[src/rtl/wb_arbiter_if.sv]
// Writeback bus between the ALU/load result sources and the arbiter, plus the bank-side outputs.
// The slave modport is the arbiter's view; the master modport is the result producers' view.
interface wb_arbiter_if #(
  parameter int N     = 32,
  parameter int DEPTH = 4
);
  logic                     alu_valid;
  logic [4:0]               alu_dest;
  logic [N-1:0]             alu_data;
  logic                     mem_valid;
  logic [4:0]               mem_dest;
  logic [N-1:0]             mem_data;
  logic                     mem_ready;
  logic                     write;
  logic [4:0]               dest;
  logic [N-1:0]             w_data;
  logic [$clog2(DEPTH):0]   fifo_count;

  modport slave (
    input  alu_valid, alu_dest, alu_data, mem_valid, mem_dest, mem_data,
    output mem_ready, write, dest, w_data, fifo_count
  );

  modport master (
    output alu_valid, alu_dest, alu_data, mem_valid, mem_dest, mem_data,
    input  mem_ready, write, dest, w_data, fifo_count
  );
endinterface

[src/rtl/wb_arbiter.sv]
// Merges ALU results (priority) and queued load returns into one register-bank write per cycle.
// Latency: 1 cycle from sampling edge to registered write/dest/w_data; queued loads wait for an idle ALU cycle.
// Backpressure: ALU never stalls; mem_ready drops only while the load FIFO is full (registered count).
module wb_arbiter #(
  parameter int N     = 32,
  parameter int DEPTH = 4
) (
  input logic         clk,
  input logic         rst,
  wb_arbiter_if.slave bus
);
  localparam int AW = $clog2(DEPTH);
  localparam int CW = AW + 1;
  localparam logic [CW-1:0] DEPTH_C = CW'(DEPTH);

  typedef struct packed {
    logic [4:0]   dest;
    logic [N-1:0] data;
  } ent_t;

  ent_t          fifo_q [DEPTH];
  logic [AW-1:0] rd_ptr_q, rd_ptr_d;
  logic [AW-1:0] wr_ptr_q, wr_ptr_d;
  logic [CW-1:0] count_q, count_d;
  logic          write_q, write_d;
  logic [4:0]    dest_q, dest_d;
  logic [N-1:0]  data_q, data_d;

  logic alu_live, mem_acc, mem_live, fifo_empty, pop, push, bypass;

  assign bus.mem_ready  = (count_q < DEPTH_C);
  assign bus.write      = write_q;
  assign bus.dest       = dest_q;
  assign bus.w_data     = data_q;
  assign bus.fifo_count = count_q;

  always_comb begin
    alu_live   = bus.alu_valid && (bus.alu_dest[3:0] != 4'd0);
    mem_acc    = bus.mem_valid && bus.mem_ready;
    mem_live   = mem_acc && (bus.mem_dest[3:0] != 4'd0);
    fifo_empty = (count_q == '0);
    pop        = !alu_live && !fifo_empty;
    bypass     = !alu_live && fifo_empty && mem_live;
    push       = mem_live && !bypass;

    rd_ptr_d = pop  ? rd_ptr_q + 1'b1 : rd_ptr_q;
    wr_ptr_d = push ? wr_ptr_q + 1'b1 : wr_ptr_q;
    count_d  = count_q + {{(CW-1){1'b0}}, push} - {{(CW-1){1'b0}}, pop};

    write_d = 1'b0;
    dest_d  = dest_q;
    data_d  = data_q;
    if (alu_live) begin
      write_d = 1'b1;
      dest_d  = bus.alu_dest;
      data_d  = bus.alu_data;
    end else if (pop) begin
      write_d = 1'b1;
      dest_d  = fifo_q[rd_ptr_q].dest;
      data_d  = fifo_q[rd_ptr_q].data;
    end else if (bypass) begin
      write_d = 1'b1;
      dest_d  = bus.mem_dest;
      data_d  = bus.mem_data;
    end
  end

  always_ff @(posedge clk or posedge rst) begin
    if (rst) begin
      rd_ptr_q <= '0;
      wr_ptr_q <= '0;
      count_q  <= '0;
      write_q  <= 1'b0;
      dest_q   <= '0;
      data_q   <= '0;
    end else begin
      rd_ptr_q <= rd_ptr_d;
      wr_ptr_q <= wr_ptr_d;
      count_q  <= count_d;
      write_q  <= write_d;
      dest_q   <= dest_d;
      data_q   <= data_d;
    end
  end

  // Storage needs no reset: the count and pointers define which slots are valid.
  always_ff @(posedge clk) begin
    if (push) begin
      fifo_q[wr_ptr_q] <= '{dest: bus.mem_dest, data: bus.mem_data};
    end
  end
endmodule

[src/flat_wrapper.sv]
// flat-port wrapper written by rule: the top's interface ports become plain ports
module wb_arbiter_flat 
#(
  parameter int N     = 32,
  parameter int DEPTH = 4
)
  (clk, rst, bus_alu_valid, bus_alu_dest, bus_alu_data, bus_mem_valid, bus_mem_dest, bus_mem_data, bus_mem_ready, bus_write, bus_dest, bus_w_data, bus_fifo_count);
  wb_arbiter_if #(.N(N), .DEPTH(DEPTH)) bus_i ();
  input logic clk;
  input logic rst;
  input wire logic [$bits(bus_i.alu_valid)-1:0] bus_alu_valid;
  input wire logic [$bits(bus_i.alu_dest)-1:0] bus_alu_dest;
  input wire logic [$bits(bus_i.alu_data)-1:0] bus_alu_data;
  input wire logic [$bits(bus_i.mem_valid)-1:0] bus_mem_valid;
  input wire logic [$bits(bus_i.mem_dest)-1:0] bus_mem_dest;
  input wire logic [$bits(bus_i.mem_data)-1:0] bus_mem_data;
  output wire logic [$bits(bus_i.mem_ready)-1:0] bus_mem_ready;
  output wire logic [$bits(bus_i.write)-1:0] bus_write;
  output wire logic [$bits(bus_i.dest)-1:0] bus_dest;
  output wire logic [$bits(bus_i.w_data)-1:0] bus_w_data;
  output wire logic [$bits(bus_i.fifo_count)-1:0] bus_fifo_count;
  assign bus_i.alu_valid = bus_alu_valid;
  assign bus_i.alu_dest = bus_alu_dest;
  assign bus_i.alu_data = bus_alu_data;
  assign bus_i.mem_valid = bus_mem_valid;
  assign bus_i.mem_dest = bus_mem_dest;
  assign bus_i.mem_data = bus_mem_data;
  assign bus_mem_ready = bus_i.mem_ready;
  assign bus_write = bus_i.write;
  assign bus_dest = bus_i.dest;
  assign bus_w_data = bus_i.w_data;
  assign bus_fifo_count = bus_i.fifo_count;
  wb_arbiter #(.N(N), .DEPTH(DEPTH)) u_core (.clk(clk), .rst(rst), .bus(bus_i));
endmodule
[config.mk]
export PLATFORM = sky130hd
export DESIGN_NAME = wb_arbiter_flat
export DESIGN_NICKNAME = d
export VERILOG_FILES = /design/src/rtl/wb_arbiter_if.sv /design/src/rtl/wb_arbiter.sv /design/src/flat_wrapper.sv
export SDC_FILE = /design/constraint.sdc
export NUM_CORES = 1
export LEC_CHECK = 0
export CAP_MARGIN = 20
export CORE_MARGIN = 2
export CORE_UTILIZATION = 39
export CTS_CLUSTER_DIAMETER = 150
export DETAILED_ROUTE_END_ITERATION = 8
export DONT_BUFFER_PORTS = 1
export MAX_ROUTING_LAYER = met4
export PLACE_DENSITY = 0.52
export SLEW_MARGIN = 15
export SYNTH_ARGS = -nofsm -noshare
export SYNTH_HDL_FRONTEND = slang
export SYNTH_SLANG_ARGS = --single-unit
[constraint.sdc]
create_clock -name clk -period 5.92 [get_ports clk]
set_input_delay 1.776 -clock clk [delete_from_list [all_inputs] [get_ports clk]]
set_output_delay 1.776 -clock clk [all_outputs]
set_load 0.01 [all_outputs]
-- Word level (Yosys, flattened, before mapping)
Memories as Yosys holds them, arrays and structs flattened.
Cells that the tools add are included.
W data, S select, Z words.
- add/sub/neg operators: 4
- order comparisons: 1
- muxes and demuxes: 11
- reductions and logical operators: 14
- operators with widths (cell ; count):
    $mux W32 ; 3
    $mux W5 ; 3
    $reduce_bool A4 Y1 ; 2
    $logic_and A1 B1 Y1 ; 7
    $mux W1 ; 5
    $add A2 B1 Y2 const B ; 2
    $add A3 B1 Y3 ; 1
    $logic_not A1 Y1 ; 3
    $logic_not A3 Y1 ; 1
    $lt A3 B3 Y1 const B ; 1
    $reduce_bool A3 Y1 ; 1
    $sub A3 B1 Y3 ; 1
- register bits: 45
- RAM bits: 148
- input port bits: 78
- output and inout bits: 42
- logic and storage cells: 37
- memories kept: 1
- memory list (memory ; depth ; width ; rd ports ; clocked after Yosys merged registers in ; wr ports ; line ; source):
    u_core.fifo_q ; 4 ; 37 ; 1 ; 0 ; 1 ; wb_arbiter.sv:21 ; ent_t fifo_q [DEPTH];

-- Depth between registers and ports, before layout
Gate-level depths: netlist of the first run.
- word-level depth: 9
- depth in mapped cells: 11
- mapped depth without buffers: 9

-- Least setup slack after synthesis of the first run
No wires, ideal clock.
- path kind: input to register
- from: in bus_mem_valid
- to: mem u_core.fifo_q[0][0] (netlist name), enable pin
- setup time: 0.398 ns
- data arrival time: 3.441 ns
- data required time: 5.522 ns
- path slack: 2.081 ns
- stages: 5
- buffers on the path: 2
- cells stage by stage: inv_1 nor3_1 buf_2 clkbuf_1 and3_1
- cells in the longest elaborated chain, start to end: 7
- ends and longest elaborated chain (element ; line ; source):
    from (decl) ; flat_wrapper.sv:14 ; input wire logic [$bits(bus_i.mem_valid)-1:0] bus_mem_valid;
    $logic_and A1 B1 Y1 * ; wb_arbiter.sv:39 ; mem_acc = bus.mem_valid && bus.mem_ready;
    $logic_and A1 B1 Y1 * ; wb_arbiter.sv:40 ; mem_live = mem_acc && (bus.mem_dest[3:0] != 4'd0);
    $logic_and A1 B1 Y1 ; wb_arbiter.sv:43 ; bypass = !alu_live && fifo_empty && mem_live;
    $logic_not A1 Y1 ; wb_arbiter.sv:44 ; push = mem_live && !bypass;
    $logic_and A1 B1 Y1 * ; wb_arbiter.sv:44 ;
    $mux W1 * ; wb_arbiter.sv:88 ; if (push) begin
    $mux W1 (not written as such) * ; wb_arbiter.sv:89 ; fifo_q[wr_ptr_q] <= '{dest: bus.mem_dest, data: bus.mem_data};
    to (decl) ; wb_arbiter.sv:21 ;
Every way passes the cells marked *; elsewhere a longest branch is shown, timed or not.

-- Worst setup path after layout of the first run
- from: in bus_mem_valid
- to: mem u_core.fifo_q[2][18] (netlist name), enable pin
Same word-level chain as after synthesis.

==> flow_metrics.tcl, run 1 <==
set metrics [dict create \
    status "completed" \
    drcViolationCount 0 \
    via_count 4001 \
    slew_headroom 0.295 \
    crit_buf_inv 2 \
    min-delay-start "u_core.bus.w_data[27]" \
    worstRegToRegCells 3 \
    slowest_stage "and3_2" \
    clockBufferDepth 2 \
    ys_ff_latch 193 \
    synth_edf_count 148 \
    fin_crit_ns 3.38 \
    crit_type "primary input to register" \
    min_path_type "register to register" \
    vias_per_cell 5.56 \
    combPwrFrac 0.248 \
    required_ns 5.96 \
    r2r_start "u_core.bus.fifo_count[2]" \
    hold_viol_final 0 \
    arrival_ns 3.42 \
    rsz0062_at_grt "no" \
    initial_utilization 0.398 \
    grt_use_total 0.168 \
    syn_nets 527 \
    path_depth 4 \
    wl_per_cell_um 23.3 \
    fin_crit_sh 0.571 \
    finalPower_mw 4.13 \
    crit_family "simple AND/OR/NAND/NOR gates" \
    tritoncts "done" \
    p_sw_frac 0.311 \
    cts-root-buf "clkbuf_16" \
    max_freq_ghz 0.296 \
    drive_gt1_frac 0.198 \
    synth_common_cells "edfxtp_1 (148), dfrtp_1 (45), a31oi_1 (37), mux4_2 (37), a22oi_1 (33)" \
    cts.reportedPaths.clkPinSlew_ns 0.07 \
    cts_buffers 17 \
    max-cap-violations 0 \
    crit_chain "inv_1 -> nor3_2 -> buf_4 -> and3_2" \
    worstMarginPinSlew_ns 1.06 \
    place_congestion 0.687 \
    drtIter0Drc 285 \
    synthFlopType "edfxtp_1" \
    finalSetupViolCount 0 \
    synth.most_common_cell "edfxtp_1" \
    die_w_um 145 \
    core_area_um2 19500 \
    antenna_found_initial 0 \
    grt_pass1_wl_mm 25.8 \
    ys_types 31 \
    routed_wl_mm 16.7 \
    antenna_cells 0 \
    grt_overflow_total 0 \
    final_antenna_net_count 0 \
    cp-end-kind "register" \
    crit_start "bus_mem_valid" \
    ys_top_cells_by_area "edfxtp_1 (57%), dfrtp_1 (14%), mux4_2 (11%), a22oi_1 (3.2%), a31oi_1 (3.0%)" \
    finalSetupTns_ns 0 \
    die_area_um2 21100 \
    drv_slew 0 \
    dieHeight_um 145 \
    ys.warnings.count 0 \
    ys_async_sr_fraction 0.233 \
    ir_drop_v 0.000203 \
    yosysTopAreaCellShare 0.571 \
    min_path_cells 2 \
    postCtsHoldBufs 0 \
    p_seq_frac 0.495 \
    placed_area_um2 8030 \
    grt_max_degree 46 \
    cellInternalPower_mw 2.85 \
    p_clk_frac 0.257 \
    skew_ns 0.0163 \
    area_growth_pct 10.8 \
    power.density_nw_per_um2 479 \
    fin_area_um2 8620 \
    port_buffers 0 \
    p_sw_mw 1.28 \
    syn-cell-area_um2 7780 \
    cts-resized-gates 0 \
    h-tree-depth 4 \
    clock-sinks 193 \
    grt_pass1_vias 4288 \
    final_util 0.441 \
    start_kind "primary input" \
    synth_cells 443 \
    ios 120 \
    first_pass_iters 5 \
    ys_seq_area_frac 0.716 \
    p_leak_nw 2.84 \
    final_nets 525 \
    yosysTopAreaCell "edfxtp_1" \
    clk_latency_ns 0.43 \
    syn_avg_cell_area_um2 17.6 \
    row_count 51 \
    post_cts_buffers 0 \
    slowest_delay_ns 0.93 \
    critPathMaxFanout 37 \
    dpl.hpwl_mm 9.72 \
]
-- state kept, by name, summed over array words and instances (netlist names) --
| signal | count |
|---|---|
| u_core.bus.dest | 5 |
| u_core.bus.fifo_count | 3 |
| u_core.bus.w_data | 32 |
| u_core.bus.write | 1 |
| u_core.fifo_q | 148 |
| u_core.rd_ptr_q | 2 |
| u_core.wr_ptr_q | 2 |
-- cell type report --
type	instances	area, um^2
Inverter	8	30.0
Multi-Input combinational cell	210	2020
Fill cell	1749	10900
Sequential cell	193	5570
Timing Repair Buffer	11	115
Clock buffer	23	488
Tap cell	265	332
Clock inverter	9	57.6
-- worst paths after layout --
path / to / slack (ns)
min: u_core.bus.w_data[27] / 0.57
max reg2reg: u_core.fifo_q[2][18] / 3.30
max: u_core.fifo_q[2][18] / 2.54
max in group asynchronous: u_core.rd_ptr_q[1] / 4.04
min in group asynchronous: u_core.bus.w_data[3] / 1.38
min reg2reg: u_core.bus.w_data[27] / 0.57
-- cells by family (layout without fill, tap and decap cells) --
group           Yosys count  count (layout)  synth area share
xor+xnor                  5               5           0.00563
simple gates             46              46            0.0355
fa+ha+maj                 6               6            0.0106
compound gates          115             115            0.0976
mux                      38              38             0.109
flops                   193             193             0.716
buf+inv                  40              51            0.0261
-- per-stage QoR --
| step | worst slack [ns] | cells | hold WS (ns) |
|---|---|---|---|
| floorplan | 2.08 | 443 | 0.512 |
| global placement | 2.09 | 685 | 0.543 |
| detailed placement | 2.06 | 685 | 0.564 |
| CTS | 2.52 | 717 | 0.582 |
| global route | 2.42 | 719 | 0.610 |
| finish | 2.54 | 719 | 0.571 |
-- layer usage --
layer | vias up | track usage | share of wire
met4 | 0 | 0.0515 | 0.0084
met2 | 117 | 0.272 | 0.50
met5 | - | - | 0
met1 | 2091 | 0.205 | 0.43
met3 | 10 | 0.0481 | 0.058
li1 | 1783 | - | -
-- power by group through the flow --
stage	logic, mW	registers [mW]	clock network [mW]
5_1_grt	1.14	2.08	1.14
2_1_floorplan	0.891	1.93	0
6_report	1.03	2.04	1.06
4_1_cts	1.04	2.06	1.09
3_5_place_dp	1.04	2.08	0
3_3_place_gp	1.03	2.07	0
-- layout by cell type (no fill, tap or decap), types with 2 or more instances in the layout --
cell type,count
a2bb2oi_1,4
clkbuf_1,2
and2_0,4
xnor2_1,5
inv_1,7
dfrtp_1,43
clkinv_4,2
clkinvlp_4,2
dfrtp_2,2
clkinv_2,5
o21ai_0,22
nor3_2,2
and2_1,30
edfxtp_1,148
clkbuf_16,17
mux4_2,37
buf_4,9
nand2_1,2
clkbuf_8,4
a22oi_1,33
and3_2,4
o21ai_1,11
a32oi_1,4
ha_1,5
a31oi_1,37
-- worst reg2reg max path: stages (launching register included) --
cell and delay [ns]:
dfrtp_1 0.54, nor3_2 0.40, buf_4 0.35, and3_2 0.93
No activity file was read; power rests on OpenSTA's default activity.
==> run 2, diff against run 1 <==
==> constraint.sdc (replaced) <==
create_clock -name clk -period 3.3 [get_ports clk]
set_input_delay 0.99 -clock clk [delete_from_list [all_inputs] [get_ports clk]]
set_output_delay 0.99 -clock clk [all_outputs]
set_load 0.01 [all_outputs]
==> run 2 against run 1 <==
  * First-iteration DRC count fell by 19%
  * Worst hold slack got worse by 0.018 ns
  * Routed wire length fell by 1.2%
  * Cell area rose by 1.5%
  * Critical path type unchanged
  * Critical endpoint is now u_core.bus.fifo_count[2]
==> flow_metrics.tcl, run 2 (synthesis results as in run 1) <==
set metrics [dict create \
    ir_drop_v 0.000406 \
    grt_pass1_vias 4493 \
    max-cap-violations 0 \
    via_count 4040 \
    p_seq_frac 0.457 \
    wl_per_cell_um 22.8 \
    antenna_cells 0 \
    min-delay-start "u_core.wr_ptr_q[1]" \
    cts.reportedPaths.clkPinSlew_ns 0.07 \
    final_antenna_net_count 0 \
    top_usage_layer "met2" \
    core_area_um2 19500 \
    p_sw_frac 0.298 \
    final_nets 531 \
    drtIter0Drc 231 \
    port_buffers 0 \
    area_growth_pct 12.4 \
    row_count 51 \
    finalPower_mw 7.73 \
    drcViolationCount 0 \
    status "completed" \
    p_clk_frac 0.286 \
    final_common_cell "edfxtp_1" \
    gr-usage-met1 0.202 \
    start_kind "primary input" \
    dpl.hpwl_mm 10.2 \
    slew_headroom 0.282 \
    combPwrFrac 0.257 \
    slowest_delay_ns 0.39 \
    drv_slew 0 \
    cts-resized-gates 0 \
    rr_endpoint "u_core.fifo_q[3][12]" \
    worstMarginPinSlew_ns 1.08 \
    p_sw_mw 2.31 \
    die_w_um 145 \
    largest_reg_flops 148 \
    met2_usage 0.275 \
    top_register "u_core.fifo_q" \
    critPathMaxFanout 6 \
    skew_ns 0.00983 \
    setup_ws_ns 0.754 \
    grt_overflow_total 0 \
    cts-root-buf "clkbuf_16" \
    slowest_stage "fa_1" \
    post_cts_buffers 0 \
    routed_wl_mm 16.5 \
    place_congestion 0.726 \
    ios 120 \
    nFillCells 1766 \
    required_ns 3.59 \
    grt_pass1_wl_mm 26.3 \
    fin_crit_ns 2.55 \
    power.density_nw_per_um2 884 \
    r2r_start "u_core.bus.fifo_count[2]" \
    crit_type "primary input to register" \
    clockBufferDepth 2 \
    p_leak_nw 2.90 \
    pre_cts_ws_ns 0.337 \
    arrival_ns 2.84 \
    antenna_found_initial 0 \
    worstRegToRegCells 2 \
    cp-end-kind "register" \
    crit_chain "o41ai_2 -> buf_4 -> nand2_1 -> nor2_1 -> a21o_1 -> ha_1 -> inv_1 -> fa_1 -> xnor2_1 -> xnor2_1" \
    vias_per_cell 5.57 \
    reg2reg_slack_ns 0.95 \
    tritoncts "done" \
    grt_use_total 0.170 \
    grt_max_degree 67 \
    cellInternalPower_mw 5.43 \
    initial_utilization 0.398 \
    cpMostUsedCell "xnor2_1" \
    drive_gt1_frac 0.209 \
    placedCellCount 692 \
    hold_viol_final 0 \
    finalSetupViolCount 0 \
    min_path_cells 1 \
    postCtsHoldBufs 0 \
    first_pass_iters 4 \
    hold_end "u_core.wr_ptr_q[1]" \
    rsz0062_at_grt "no" \
    dieHeight_um 145 \
    clk_latency_ns 0.42 \
    post_layout_nonfiller_instances 725 \
    finalSetupTns_ns 0 \
    min_path_type "register to register" \
    clock-sinks 193 \
    die_area_um2 21100 \
    h-tree-depth 4 \
    mostFrequentLayoutCells "edfxtp_1 (148), dfrtp_1 (43), mux4_2 (37), a31oi_1 (37), a22oi_1 (33)" \
    crit_buf_inv 2 \
    cts_buffers 17 \
    max_freq_ghz 0.393 \
    fin_crit_sh 0.772 \
    crit_family "adder cells" \
    met3_usage 0.0531 \
]
## run 2: per-layer routing
layer	vias to the layer above	wire (um)
li1	1801	-
met3	26	1040
met5	-	0
met1	2097	7020
met4	0	290
met2	116	8200
## run 2: power groups by stage
| stage | Sequential [mW] | Clock [mW] | Combinational, mW |
|---|---|---|---|
| finish | 3.53 | 2.21 | 1.99 |
| global route | 3.59 | 2.37 | 2.24 |
| CTS | 3.54 | 2.27 | 2.04 |
| detailed placement | 3.58 | 0 | 2.04 |
| global placement | 3.58 | 0 | 2.00 |
| floorplan | 3.46 | 0 | 1.60 |
## run 2: worst reg2reg max path, stage by stage, from the launching register on
cell	delay [ns]
dfrtp_1	0.52
nor3_2	0.44
and3_2	1.00
## run 2: how the worst max path moves through the flow
| stage | end | cells past startpoint | start |
|---|---|---|---|
| 5_1_grt | u_core.bus.fifo_count[2] | 10 | bus_alu_dest[1] |
| 3_3_place_gp | u_core.bus.fifo_count[2] | 10 | bus_alu_dest[1] |
| 3_5_place_dp | u_core.bus.fifo_count[2] | 10 | bus_alu_dest[1] |
| 2_1_floorplan | u_core.fifo_q[0][0] | 5 | bus_mem_valid |
| 4_1_cts | u_core.bus.fifo_count[2] | 10 | bus_alu_dest[1] |
| 6_report | u_core.bus.fifo_count[2] | 10 | bus_alu_dest[1] |
## run 2: per-stage QoR
stage	util	hold WS, ns	instance area [um^2]
global route	0.448	0.592	8750
floorplan	-	0.512	7780
global placement	0.414	0.530	8080
CTS	0.447	0.556	8720
detailed placement	0.414	0.542	8080
finish	0.448	0.553	8750
## run 2: cell type report
class	instances	area, um^2	area share
timing repair buffer	17	148	0.0169
sequential	193	5570	0.637
multi-input combinational	210	2020	0.231
inverter	8	30.0	0.00343
clock inverter	14	211	0.0242
tap	265	332	0.0379
clock buffer	18	429	0.0491
==> run 3, diff against run 2 <==
==> constraint.sdc (replaced) <==
create_clock -name clk -period 2.4 [get_ports clk]
set_input_delay 0.72 -clock clk [delete_from_list [all_inputs] [get_ports clk]]
set_output_delay 0.72 -clock clk [all_outputs]
set_load 0.01 [all_outputs]
==> run 3 against run 2 <==
  * Flip-flop and latch count did not move
  * Sequential power rose by 35%
  * Worst setup slack got worse by 0.49 ns
  * Highest routed layer unchanged
  * Global-route usage barely moved
  * Power rose by 34%
  * Critical path type is now register to register
  * Critical endpoint unchanged
  * Clock skew fell by 0.00060 ns
  * Utilization rose by 0.36 points
==> flow_metrics.tcl, run 3 (synthesis results as in run 1) <==
set metrics [dict create \
    status "completed" \
    nFillCells 1746 \
    pre_cts_ws_ns -0.0989 \
    max-cap-violations 0 \
    cp-end-kind "register" \
    grt_pass1_vias 4324 \
    grt_pass1_wl_mm 26.2 \
    drtIter0Drc 229 \
    grt_overflow_total 0 \
    ir_drop_v 0.000492 \
    vias_per_cell 5.52 \
    post_cts_buffers 0 \
    drv_slew 0 \
    fin_crit_ns 2.13 \
    p_leak_nw 2.93 \
    h-tree-depth 4 \
    setup_ws_ns 0.265 \
    clock-sinks 193 \
    area_growth_pct 13.3 \
    antenna_cells 0 \
    final_common_cell "edfxtp_1" \
    fin_crit_sh 0.889 \
    crit_type "register to register" \
    rsz0062_at_grt "no" \
    cpMostUsedCell "xnor2_1" \
    first_pass_iters 4 \
    finalSetupViolCount 0 \
    drcViolationCount 0 \
    grt_use_total 0.170 \
    row_count 51 \
    finalPower_mw 10.4 \
    postCtsHoldBufs 0 \
    ios 120 \
    mostFrequentLayoutCells "edfxtp_1 (148), dfrtp_1 (43), mux4_2 (37), a31oi_1 (37), a22oi_1 (33)" \
    cts.reportedPaths.clkPinSlew_ns 0.07 \
    crit_chain "or3_1 -> nand2_4 -> nor2_4 -> a21o_1 -> ha_1 -> inv_1 -> fa_2 -> xnor2_1 -> xnor2_1" \
    slowest_stage "dfrtp_1" \
    critPathMaxFanout 7 \
    die_area_um2 21100 \
    r2r_start "u_core.bus.fifo_count[2]" \
    clockBufferDepth 2 \
    wl_per_cell_um 22.9 \
    slowest_delay_ns 0.53 \
    drive_gt1_frac 0.223 \
    min_path_type "primary input to asynchronous set/reset pin" \
    top_register "u_core.fifo_q" \
    port_buffers 0 \
    clk_latency_ns 0.42 \
    place_congestion 0.732 \
    skew_ns 0.00923 \
    cts-root-buf "clkbuf_16" \
    max_freq_ghz 0.468 \
    slew_headroom 0.567 \
    dieHeight_um 145 \
    largest_reg_flops 148 \
    initial_utilization 0.398 \
    power.density_nw_per_um2 1180 \
    dpl.hpwl_mm 10.3 \
    cts_buffers 17 \
    final_antenna_net_count 0 \
    antenna_found_initial 0 \
    via_count 4057 \
    grt_max_degree 67 \
    final_nets 542 \
    arrival_ns 2.48 \
    cts-resized-gates 0 \
    routed_wl_mm 16.8 \
    tritoncts "done" \
    start_kind "register" \
    crit_start "u_core.bus.fifo_count[2]" \
    worstMarginPinSlew_ns 0.650 \
    required_ns 2.74 \
    hold_viol_final 0 \
    die_w_um 145 \
    core_area_um2 19500 \
]
run 3: cell count changes in the layout (fill, tap and decap cells not counted), sizes merged:
cell / previous run / this run
clkinvlp: 4 / 3
buf: 17 / 28
inv: 10 / 9
clkbuf: 18 / 23
bufinv: 5 / 1
run 3: routing by layer:
layer | wire length, um | track usage | up-vias
met5 | 0 | - | -
met4 | 122 | 0.0382 | 0
met3 | 841 | 0.0465 | 12
met2 | 8110 | 0.263 | 112
met1 | 7750 | 0.227 | 2114
li1 | - | - | 1819
run 3: final timing paths:
kind | to | slack [ns] | cells after the start
max | u_core.bus.fifo_count[2] | 0.27 | 9
min | u_core.bus.w_data[28] | 0.17 | 1
max reg2reg | u_core.bus.fifo_count[2] | 0.27 | 9
max in group asynchronous | u_core.wr_ptr_q[1] | 1.70 | 2
min reg2reg | u_core.wr_ptr_q[1] | 0.57 | 1
min in group clk | u_core.fifo_q[0][23] | 0.39 | 0
run 3: final cells by class:
cell class | count | area [um^2] | share of cell area
Sequential cell | 193 | 5570 | 0.632
Clock inverter | 8 | 83.8 | 0.00951
Inverter | 8 | 30.0 | 0.00341
Timing Repair Buffer | 28 | 298 | 0.0338
Clock buffer | 23 | 448 | 0.0508
Multi-Input combinational cell | 210 | 2050 | 0.233
Tap cell | 265 | 332 | 0.0376
run 3: power breakdown:
group          leakage, nW  switching, mW  internal (mW)  total [mW]
clock network        0.248           1.19           1.43        2.63
logic                0.802           1.55           1.43        2.98
registers             1.88          0.469           4.31        4.78
run 3: critical path, delay by kind of cell, from the launching register on:
family,cells,cell delay (ns)
adder cells (fa/ha/maj),2,0.36
AND/OR/NAND/NOR,3,0.66
flip-flops,1,0.53
buffers and inverters,1,0.07
XOR/XNOR,2,0.27
AO/OA/AOI/OAI,1,0.15
run 3: stage by stage:
| stage | utilization | instances | hold slack, ns | TNS, ns | area, um^2 |
|---|---|---|---|---|---|
| after floorplan | - | 443 | 0.512 | -0.0377 | 7830 |
| after global placement | 0.424 | 704 | 0.533 | -0.0149 | 8290 |
| after detailed placement | 0.424 | 704 | 0.560 | -0.0989 | 8290 |
| after CTS | 0.452 | 735 | 0.174 | 0 | 8820 |
| after global routing | 0.452 | 735 | 0.188 | 0 | 8820 |
| final | 0.452 | 735 | 0.174 | 0 | 8820 |
